**src/rtl/lcm_pkg.sv**
```systemverilog
// Shared definitions for the GCD/LCM sequencer: FSM state encoding and
// the default operand width.
package lcm_pkg;

    // Default operand / gcd width; lcm is twice this.
    localparam int LCM_DATA_WIDTH = 8;

    // Sequencer states: accept, Euclid remainder loop, a/gcd quotient,
    // final multiply, result presentation.
    typedef enum logic [2:0] {
        IDLE = 3'd0,
        EUC  = 3'd1,
        QUO  = 3'd2,
        MUL  = 3'd3,
        DONE = 3'd4
    } lcm_state_t;

endpackage

```
**src/rtl/lcm_seq_div.sv**
```systemverilog
// Combinational unsigned integer divider (restoring, one stage per
// quotient bit). Result for a zero denominator is not meaningful; the
// sequencer never presents one.
module lcm_seq_div #(
    parameter int DATA_WIDTH = 8
) (
    input  logic [DATA_WIDTH-1:0] numer,
    input  logic [DATA_WIDTH-1:0] denom,
    output logic [DATA_WIDTH-1:0] quotient,
    output logic [DATA_WIDTH-1:0] remain
);

    // part_rem[i+1] is the partial remainder entering the stage that
    // produces quotient bit i; part_rem[DATA_WIDTH] is the initial zero.
    logic [DATA_WIDTH-1:0] part_rem [0:DATA_WIDTH];

    assign part_rem[DATA_WIDTH] = '0;

    for (genvar gi = DATA_WIDTH - 1; gi >= 0; gi--) begin : g_stage
        logic [DATA_WIDTH:0] shifted;
        logic [DATA_WIDTH:0] diff;

        // Bring down the next numerator bit and trial-subtract.
        // The partial remainder is always below denom, so the shifted
        // value is below 2*denom and the MSB of the difference is a
        // clean borrow flag.
        assign shifted      = {part_rem[gi+1], numer[gi]};
        assign diff         = shifted - {1'b0, denom};
        assign quotient[gi] = ~diff[DATA_WIDTH];
        assign part_rem[gi] = diff[DATA_WIDTH] ? shifted[DATA_WIDTH-1:0]
                                               : diff[DATA_WIDTH-1:0];
    end

    assign remain = part_rem[0];

endmodule

```
**src/rtl/lcm_seq.sv**
```systemverilog
// Multi-cycle GCD/LCM sequencer. Euclid's algorithm runs one remainder
// per cycle on a single shared divider, the same divider then forms
// a/gcd, and lcm = (a/gcd)*b is produced in the multiply state.
module lcm_seq
    import lcm_pkg::*;
#(
    parameter int DATA_WIDTH = LCM_DATA_WIDTH
) (
    input  logic                    clk,
    input  logic                    rst,
    input  logic                    in_valid,
    output logic                    in_ready,
    input  logic [DATA_WIDTH-1:0]   a,
    input  logic [DATA_WIDTH-1:0]   b,
    output logic                    out_valid,
    input  logic                    out_ready,
    output logic [DATA_WIDTH-1:0]   gcd,
    output logic [2*DATA_WIDTH-1:0] lcm,
    output logic                    zero
);

    lcm_state_t state_reg;
    lcm_state_t state_next;

    // Captured operands and Euclid working registers.
    logic [DATA_WIDTH-1:0]   a_reg;
    logic [DATA_WIDTH-1:0]   b_reg;
    logic [DATA_WIDTH-1:0]   x_reg;
    logic [DATA_WIDTH-1:0]   y_reg;
    logic [DATA_WIDTH-1:0]   g_reg;
    logic [DATA_WIDTH-1:0]   q_reg;

    // Presented results.
    logic [DATA_WIDTH-1:0]   gcd_reg;
    logic [2*DATA_WIDTH-1:0] lcm_reg;
    logic                    zero_reg;

    // Shared divider connections.
    logic [DATA_WIDTH-1:0]   div_numer;
    logic [DATA_WIDTH-1:0]   div_denom;
    logic [DATA_WIDTH-1:0]   div_quot;
    logic [DATA_WIDTH-1:0]   div_rem;

    logic                    accept;
    logic                    any_zero;
    logic                    rem_zero;

    // in_ready is forced low while reset is held so nothing can be
    // accepted on the edge reset releases.
    assign in_ready  = (state_reg == IDLE) && !rst;
    assign out_valid = (state_reg == DONE);
    assign accept    = in_valid && in_ready;
    assign any_zero  = (a == '0) || (b == '0);
    assign rem_zero  = (div_rem == '0);

    assign gcd  = gcd_reg;
    assign lcm  = lcm_reg;
    assign zero = zero_reg;

    lcm_seq_div #(
        .DATA_WIDTH(DATA_WIDTH)
    ) u_div (
        .numer    (div_numer),
        .denom    (div_denom),
        .quotient (div_quot),
        .remain   (div_rem)
    );

    // Divider operand mux: x/y while iterating, a/g for the quotient,
    // and a harmless 0/1 otherwise so the denominator is never zero.
    always_comb begin
        div_numer = '0;
        div_denom = {{(DATA_WIDTH-1){1'b0}}, 1'b1};
        case (state_reg)
            EUC: begin
                div_numer = x_reg;
                div_denom = y_reg;
            end
            QUO: begin
                div_numer = a_reg;
                div_denom = g_reg;
            end
            default: ;
        endcase
    end

    // Next-state logic.
    always_comb begin
        state_next = state_reg;
        case (state_reg)
            IDLE: begin
                if (accept) begin
                    state_next = any_zero ? DONE : EUC;
                end
            end
            EUC: begin
                if (rem_zero) begin
                    state_next = QUO;
                end
            end
            QUO:     state_next = MUL;
            MUL:     state_next = DONE;
            DONE: begin
                if (out_ready) begin
                    state_next = IDLE;
                end
            end
            default: state_next = IDLE;
        endcase
    end

    // State register.
    always_ff @(posedge clk or posedge rst) begin
        if (rst) begin
            state_reg <= IDLE;
        end else begin
            state_reg <= state_next;
        end
    end

    // Datapath registers: operand capture, Euclid step, quotient,
    // multiply and result hold.
    always_ff @(posedge clk or posedge rst) begin
        if (rst) begin
            a_reg    <= '0;
            b_reg    <= '0;
            x_reg    <= '0;
            y_reg    <= '0;
            g_reg    <= '0;
            q_reg    <= '0;
            gcd_reg  <= '0;
            lcm_reg  <= '0;
            zero_reg <= 1'b0;
        end else begin
            case (state_reg)
                IDLE: begin
                    if (accept) begin
                        a_reg <= a;
                        b_reg <= b;
                        if (any_zero) begin
                            // gcd(0,n) = n, lcm is defined as 0 here.
                            gcd_reg  <= a | b;
                            lcm_reg  <= '0;
                            zero_reg <= 1'b1;
                        end else begin
                            x_reg    <= (a > b) ? a : b;
                            y_reg    <= (a > b) ? b : a;
                            zero_reg <= 1'b0;
                        end
                    end
                end
                EUC: begin
                    if (rem_zero) begin
                        g_reg <= y_reg;
                    end else begin
                        x_reg <= y_reg;
                        y_reg <= div_rem;
                    end
                end
                QUO: begin
                    // Exact: g divides a.
                    q_reg <= div_quot;
                end
                MUL: begin
                    // Cannot overflow: q*b <= a*b < 2^(2*DATA_WIDTH).
                    lcm_reg <= {{DATA_WIDTH{1'b0}}, q_reg} *
                               {{DATA_WIDTH{1'b0}}, b_reg};
                    gcd_reg <= g_reg;
                end
                default: ;
            endcase
        end
    end

endmodule

```
**config.mk**
```make
export PLATFORM = sky130hd
export DESIGN_NAME = lcm_seq
export DESIGN_NICKNAME = d
export VERILOG_FILES = /design/src/rtl/lcm_pkg.sv /design/src/rtl/lcm_seq_div.sv /design/src/rtl/lcm_seq.sv
export SDC_FILE = /design/constraint.sdc
export NUM_CORES = 1
export LEC_CHECK = 0
export CAP_MARGIN = 20
export CORE_ASPECT_RATIO = 1.2
export CORE_MARGIN = 4
export CORE_UTILIZATION = 40
export CTS_BUF_LIST = sky130_fd_sc_hd__clkbuf_8
export DETAILED_ROUTE_END_ITERATION = 10
export PLACE_DENSITY = 0.6
export SETUP_SLACK_MARGIN = 0.3
export SYNTH_ARGS = -nofsm -noshare
export SYNTH_HDL_FRONTEND = slang
export SYNTH_SLANG_ARGS = --single-unit
```
**constraint.sdc**
```tcl
create_clock -name clk -period 20.3 [get_ports clk]
set_input_delay 6.09 -clock clk [delete_from_list [all_inputs] [get_ports clk]]
set_output_delay 6.09 -clock clk [all_outputs]
set_load 0.005 [all_outputs]
```
==> flow_summary.html <==
<table>
<tr><th>Metric</th><th>Value</th></tr>
<tr><th colspan="2">Timing</th></tr>
<tr><td>Pins Over Slew Limit</td><td>0</td></tr>
<tr><td>Final hold violations</td><td>0</td></tr>
<tr><td>Unrepaired setup endpoints after global routing</td><td>no</td></tr>
<tr><td>Final Setup Violations</td><td>0</td></tr>
<tr><td>Setup TNS</td><td>0 ps</td></tr>
<tr><td>Final Skew</td><td>9.37 ps</td></tr>
<tr><td>Share of the clock period used by the worst path after layout</td><td>0.917</td></tr>
<tr><td>Worst slew slack as a fraction of its limit</td><td>0.305</td></tr>
<tr><td>Worst-Margin Slew</td><td>1040 ps</td></tr>
<tr><td>Maximum frequency from static timing analysis</td><td>0.0537 GHz</td></tr>
<tr><td>Min Clock Period, post-route</td><td>18,620 ps</td></tr>
<tr><th colspan="2">Place</th></tr>
<tr><td>Final weighted congestion in routability-driven placement</td><td>0.924</td></tr>
<tr><td>Placed Cells incl. Taps</td><td>1,456</td></tr>
<tr><td>Final HPWL DP</td><td>20,800 µm</td></tr>
<tr><td>Count of buffers from port buffering</td><td>46</td></tr>
<tr><th colspan="2">Logic synthesis</th></tr>
<tr><td>Yosys top cell area share</td><td>0.202</td></tr>
<tr><td>Cell Area, Synth</td><td>9410 µm²</td></tr>
<tr><td>Async set-or-reset flop fraction in the synthesized netlist</td><td>1.00</td></tr>
<tr><td>Top post-synthesis cells by area</td><td>sky130_fd_sc_hd__dfrtp_1 20%, sky130_fd_sc_hd__ha_1 15%, sky130_fd_sc_hd__fa_1 9.1%</td></tr>
<tr><td>Register bit total from synthesis</td><td>76</td></tr>
<tr><td>Sequential-to-total area share from yosys stat</td><td>0.202</td></tr>
<tr><td>Distinct cell type count of the synthesized netlist</td><td>89</td></tr>
<tr><td>Number of warning messages in the yosys log</td><td>0</td></tr>
<tr><td>Post-synth EDFFs</td><td>0</td></tr>
<tr><td>Cells after Synth</td><td>1,110</td></tr>
<tr><td>Post-synth top area cell</td><td>sky130_fd_sc_hd__dfrtp_1</td></tr>
<tr><td>Main flop type after synthesis</td><td>sky130_fd_sc_hd__dfrtp_1</td></tr>
<tr><td>Per-instance average area after synthesis</td><td>8.48 µm²</td></tr>
<tr><th colspan="2">Clock tree</th></tr>
<tr><td>H-tree lvl count</td><td>3</td></tr>
<tr><td>Number of buffers created by CTS</td><td>9</td></tr>
<tr><td>CTS Buffer Depth</td><td>2</td></tr>
<tr><td>Cts hold-fix bufs</td><td>0</td></tr>
<tr><td>Clock latency of the later-clocked register in the worst-skew pair</td><td>370 ps</td></tr>
<tr><td>Num Clock Sinks</td><td>76</td></tr>
<tr><td>TritonCTS clock tree</td><td>yes</td></tr>
<tr><td>Reg clk slew, reported paths</td><td>90 ps</td></tr>
<tr><td>CTS Root Cell</td><td>sky130_fd_sc_hd__clkbuf_8</td></tr>
<tr><th colspan="2">Setup path</th></tr>
<tr><td>Setup slack, reg-to-reg</td><td>1680 ps</td></tr>
<tr><td>Slowest stage cell, crit path</td><td>sky130_fd_sc_hd__o41a_1</td></tr>
<tr><td>Critical path data arrival time</td><td>18,880 ps</td></tr>
<tr><td>Critical path data required time</td><td>20,560 ps</td></tr>
<tr><td>Most frequent CP cell</td><td>sky130_fd_sc_hd__a21o_1</td></tr>
<tr><td>Type of the setup path with the least slack</td><td>register to register</td></tr>
<tr><td>CP max FO</td><td>13</td></tr>
<tr><td>Delay of the slowest cell on the worst path</td><td>530 ps</td></tr>
<tr><td>Type of origin of the critical path</td><td>register</td></tr>
<tr><td>Kind of end point of the critical path</td><td>register</td></tr>
<tr><th colspan="2">Drt</th></tr>
<tr><td>Final routed wire length divided by cell count</td><td>17.5 µm</td></tr>
<tr><td>Routed WL</td><td>26,000 µm</td></tr>
<tr><td>Number of vias per cell</td><td>5.53</td></tr>
<tr><td>Remaining DRCs</td><td>0</td></tr>
<tr><td>Drt first-iter violations</td><td>447</td></tr>
<tr><td>Number of vias after detailed routing</td><td>8,226</td></tr>
<tr><td>Router iterations before antenna repair</td><td>5</td></tr>
<tr><td>DRT antenna net count</td><td>0</td></tr>
<tr><th colspan="2">Global routing</th></tr>
<tr><td>Antenna violations before repair</td><td>0</td></tr>
<tr><td>Wire length of the first global-routing pass</td><td>42,100 µm</td></tr>
<tr><td>Overall fraction of global-route tracks in use</td><td>0.200</td></tr>
<tr><td>Grt total ovfl</td><td>0</td></tr>
<tr><td>Maximum number of pins on one net before global-route repair</td><td>42</td></tr>
<tr><td>Via count of the first global-routing pass</td><td>8,019</td></tr>
<tr><th colspan="2">Final layout</th></tr>
<tr><td>NumNets Final</td><td>1,340</td></tr>
<tr><td>Post-layout instance count excluding filler cells</td><td>1,487</td></tr>
<tr><td>Synth-to-layout area growth</td><td>13.8%</td></tr>
<tr><td>Diode insertion count for antenna repair</td><td>0</td></tr>
<tr><td>Final core utilization</td><td>0.462</td></tr>
<tr><td>Number of flip-flops under the largest register name</td><td>16</td></tr>
<tr><td>Filler cell count</td><td>2,374</td></tr>
<tr><td>Fraction of final layout cells with drive strength greater than 1</td><td>0.0947</td></tr>
<tr><th colspan="2">Floorplan</th></tr>
<tr><td>Initial Util</td><td>0.406</td></tr>
<tr><td>Floorplan die area</td><td>26,100 µm²</td></tr>
<tr><td>Height of the die</td><td>176 µm</td></tr>
<tr><td>Chip width</td><td>148 µm</td></tr>
<tr><td>I/O pin total</td><td>47</td></tr>
<tr><td>Std-Cell Core Area</td><td>23,200 µm²</td></tr>
<tr><td>Row count</td><td>61</td></tr>
<tr><th colspan="2">Min path</th></tr>
<tr><td>Min-Delay Path Class</td><td>register to register</td></tr>
<tr><th colspan="2">Status</th></tr>
<tr><td>Run status</td><td>complete, no violations</td></tr>
<tr><th colspan="2">Flow run</th></tr>
<tr><td>Max cap viols</td><td>0</td></tr>
</table>
cell usage in the layout, fill, tap and decap left out, types with 11 or more instances in the layout:
master	Yosys	routed
sky130_fd_sc_hd__nand2_1	125	123
sky130_fd_sc_hd__ha_1	110	110
sky130_fd_sc_hd__inv_1	108	109
sky130_fd_sc_hd__o21ai_0	79	74
sky130_fd_sc_hd__dfrtp_1	76	74
sky130_fd_sc_hd__nor2_1	70	67
sky130_fd_sc_hd__clkdlybuf4s50_1	0	46
sky130_fd_sc_hd__a21oi_1	47	44
sky130_fd_sc_hd__fa_1	43	43
sky130_fd_sc_hd__and2_1	36	36
sky130_fd_sc_hd__buf_4	3	34
sky130_fd_sc_hd__xnor2_1	28	28
sky130_fd_sc_hd__nor2b_1	22	22
sky130_fd_sc_hd__nor3_1	24	22
sky130_fd_sc_hd__a21o_1	17	16
sky130_fd_sc_hd__xor2_1	16	16
sky130_fd_sc_hd__a22o_1	16	16
sky130_fd_sc_hd__o211ai_1	16	16
sky130_fd_sc_hd__nor4_1	15	15
sky130_fd_sc_hd__o21bai_1	14	14
sky130_fd_sc_hd__o21ai_1	10	14
sky130_fd_sc_hd__nand3_1	13	13
sky130_fd_sc_hd__mux2i_1	18	13
sky130_fd_sc_hd__mux2_2	11	11
cells in the mapped netlist, types with 5 or more instances:
master	number
sky130_fd_sc_hd__nand2_1	125
sky130_fd_sc_hd__a211oi_1	8
sky130_fd_sc_hd__a21boi_0	7
sky130_fd_sc_hd__o211a_1	6
sky130_fd_sc_hd__and4_1	5
sky130_fd_sc_hd__o211ai_1	16
sky130_fd_sc_hd__xor2_1	16
sky130_fd_sc_hd__a21o_1	17
sky130_fd_sc_hd__fa_1	43
sky130_fd_sc_hd__o21bai_1	14
sky130_fd_sc_hd__dfrtp_1	76
sky130_fd_sc_hd__a32oi_1	6
sky130_fd_sc_hd__nor4_1	15
sky130_fd_sc_hd__buf_2	7
sky130_fd_sc_hd__ha_1	110
sky130_fd_sc_hd__nor2_1	70
sky130_fd_sc_hd__o21ai_1	10
sky130_fd_sc_hd__and2_1	36
sky130_fd_sc_hd__a21oi_1	47
sky130_fd_sc_hd__clkbuf_1	22
sky130_fd_sc_hd__a22oi_1	10
sky130_fd_sc_hd__xnor2_1	28
sky130_fd_sc_hd__o221a_1	9
sky130_fd_sc_hd__nor3_1	24
sky130_fd_sc_hd__o21ai_0	79
sky130_fd_sc_hd__o21a_1	7
sky130_fd_sc_hd__mux2i_1	18
sky130_fd_sc_hd__a22o_1	16
sky130_fd_sc_hd__mux2_1	6
sky130_fd_sc_hd__nor2b_1	22
sky130_fd_sc_hd__nor3b_1	7
sky130_fd_sc_hd__nand3_1	13
sky130_fd_sc_hd__nand2b_1	10
sky130_fd_sc_hd__inv_1	108
sky130_fd_sc_hd__or3_1	8
sky130_fd_sc_hd__mux2_2	11
final cells by class:
cell class | count | area, µm² | share of cell area
clock inverter | 7 | 68.8 | 0.00643
clock buffer | 9 | 124 | 0.0116
sequential | 76 | 1900 | 0.178
tap | 315 | 394 | 0.0368
multi-input combinational | 890 | 7080 | 0.661
timing repair buffer | 81 | 731 | 0.0682
inverter | 109 | 410 | 0.0383
worst paths after layout:
check                                          from                  endpoint  cells after the start
setup / recovery           state_reg[1]$_DFFE_PP0P_      g_reg[3]$_DFFE_PP0P_                     86
hold / removal                   gcd[4]$_DFFE_PP0P_        gcd[4]$_DFFE_PP0P_                      2
setup reg to reg           state_reg[1]$_DFFE_PP0P_      g_reg[3]$_DFFE_PP0P_                     86
hold reg to reg                  gcd[4]$_DFFE_PP0P_        gcd[4]$_DFFE_PP0P_                      2
max in group asynchronous                       rst        lcm[9]$_DFFE_PP0P_                      3
min in group asynchronous                       rst  state_reg[2]$_DFFE_PP0P_                      2
stage by stage:
| stage | setup slack (ps) | hold WS [ps] | cell area, µm² |
|---|---|---|---|
| 6_report | 1680 | 482 | 10700 |
| 3_3_place_gp | 652 | 468 | 10300 |
| 5_1_grt | 200 | 527 | 10700 |
| 2_1_floorplan | 1440 | 450 | 9420 |
| 3_5_place_dp | 105 | 470 | 10300 |
| 4_1_cts | 316 | 491 | 10500 |
cells by family after synthesis:
kind of cell | synth area share
compound gates | 0.218
fa+ha+maj | 0.238
other cells | 0.000398
xor+xnor | 0.0468
flops | 0.202
buf+inv | 0.0631
mux | 0.0449
simple gates | 0.187
worst max-delay path, delay by kind of cell, from the launching register on:
kind	cells	cell delay [ps]
AND/OR/NAND/NOR	24	3960
multiplexers	6	1790
flip-flops	1	480
AO/OA/AOI/OAI	37	7130
adder cells (fa/ha/maj)	9	3310
buffers and inverters	7	820
XOR/XNOR	3	960
layer usage:
layer	part of all wire	GRT usage	up-vias
met5	0	0	-
met4	0.025	0.0566	0
met3	0.040	0.0216	44
met2	0.50	0.355	192
met1	0.44	0.258	3961
li1	-	-	4029
what timing repair did:
item / CTS / global route
gates cloned: 0 / 0
pin swaps: 0 / 7
gates resized for setup: 2 / 34
setup endpoints to repair: 21 / 27
setup buffers: 0 / 14
Power is not shown: default switching activity piles up to over one toggle a cycle in this logic, so the estimate is an artifact.
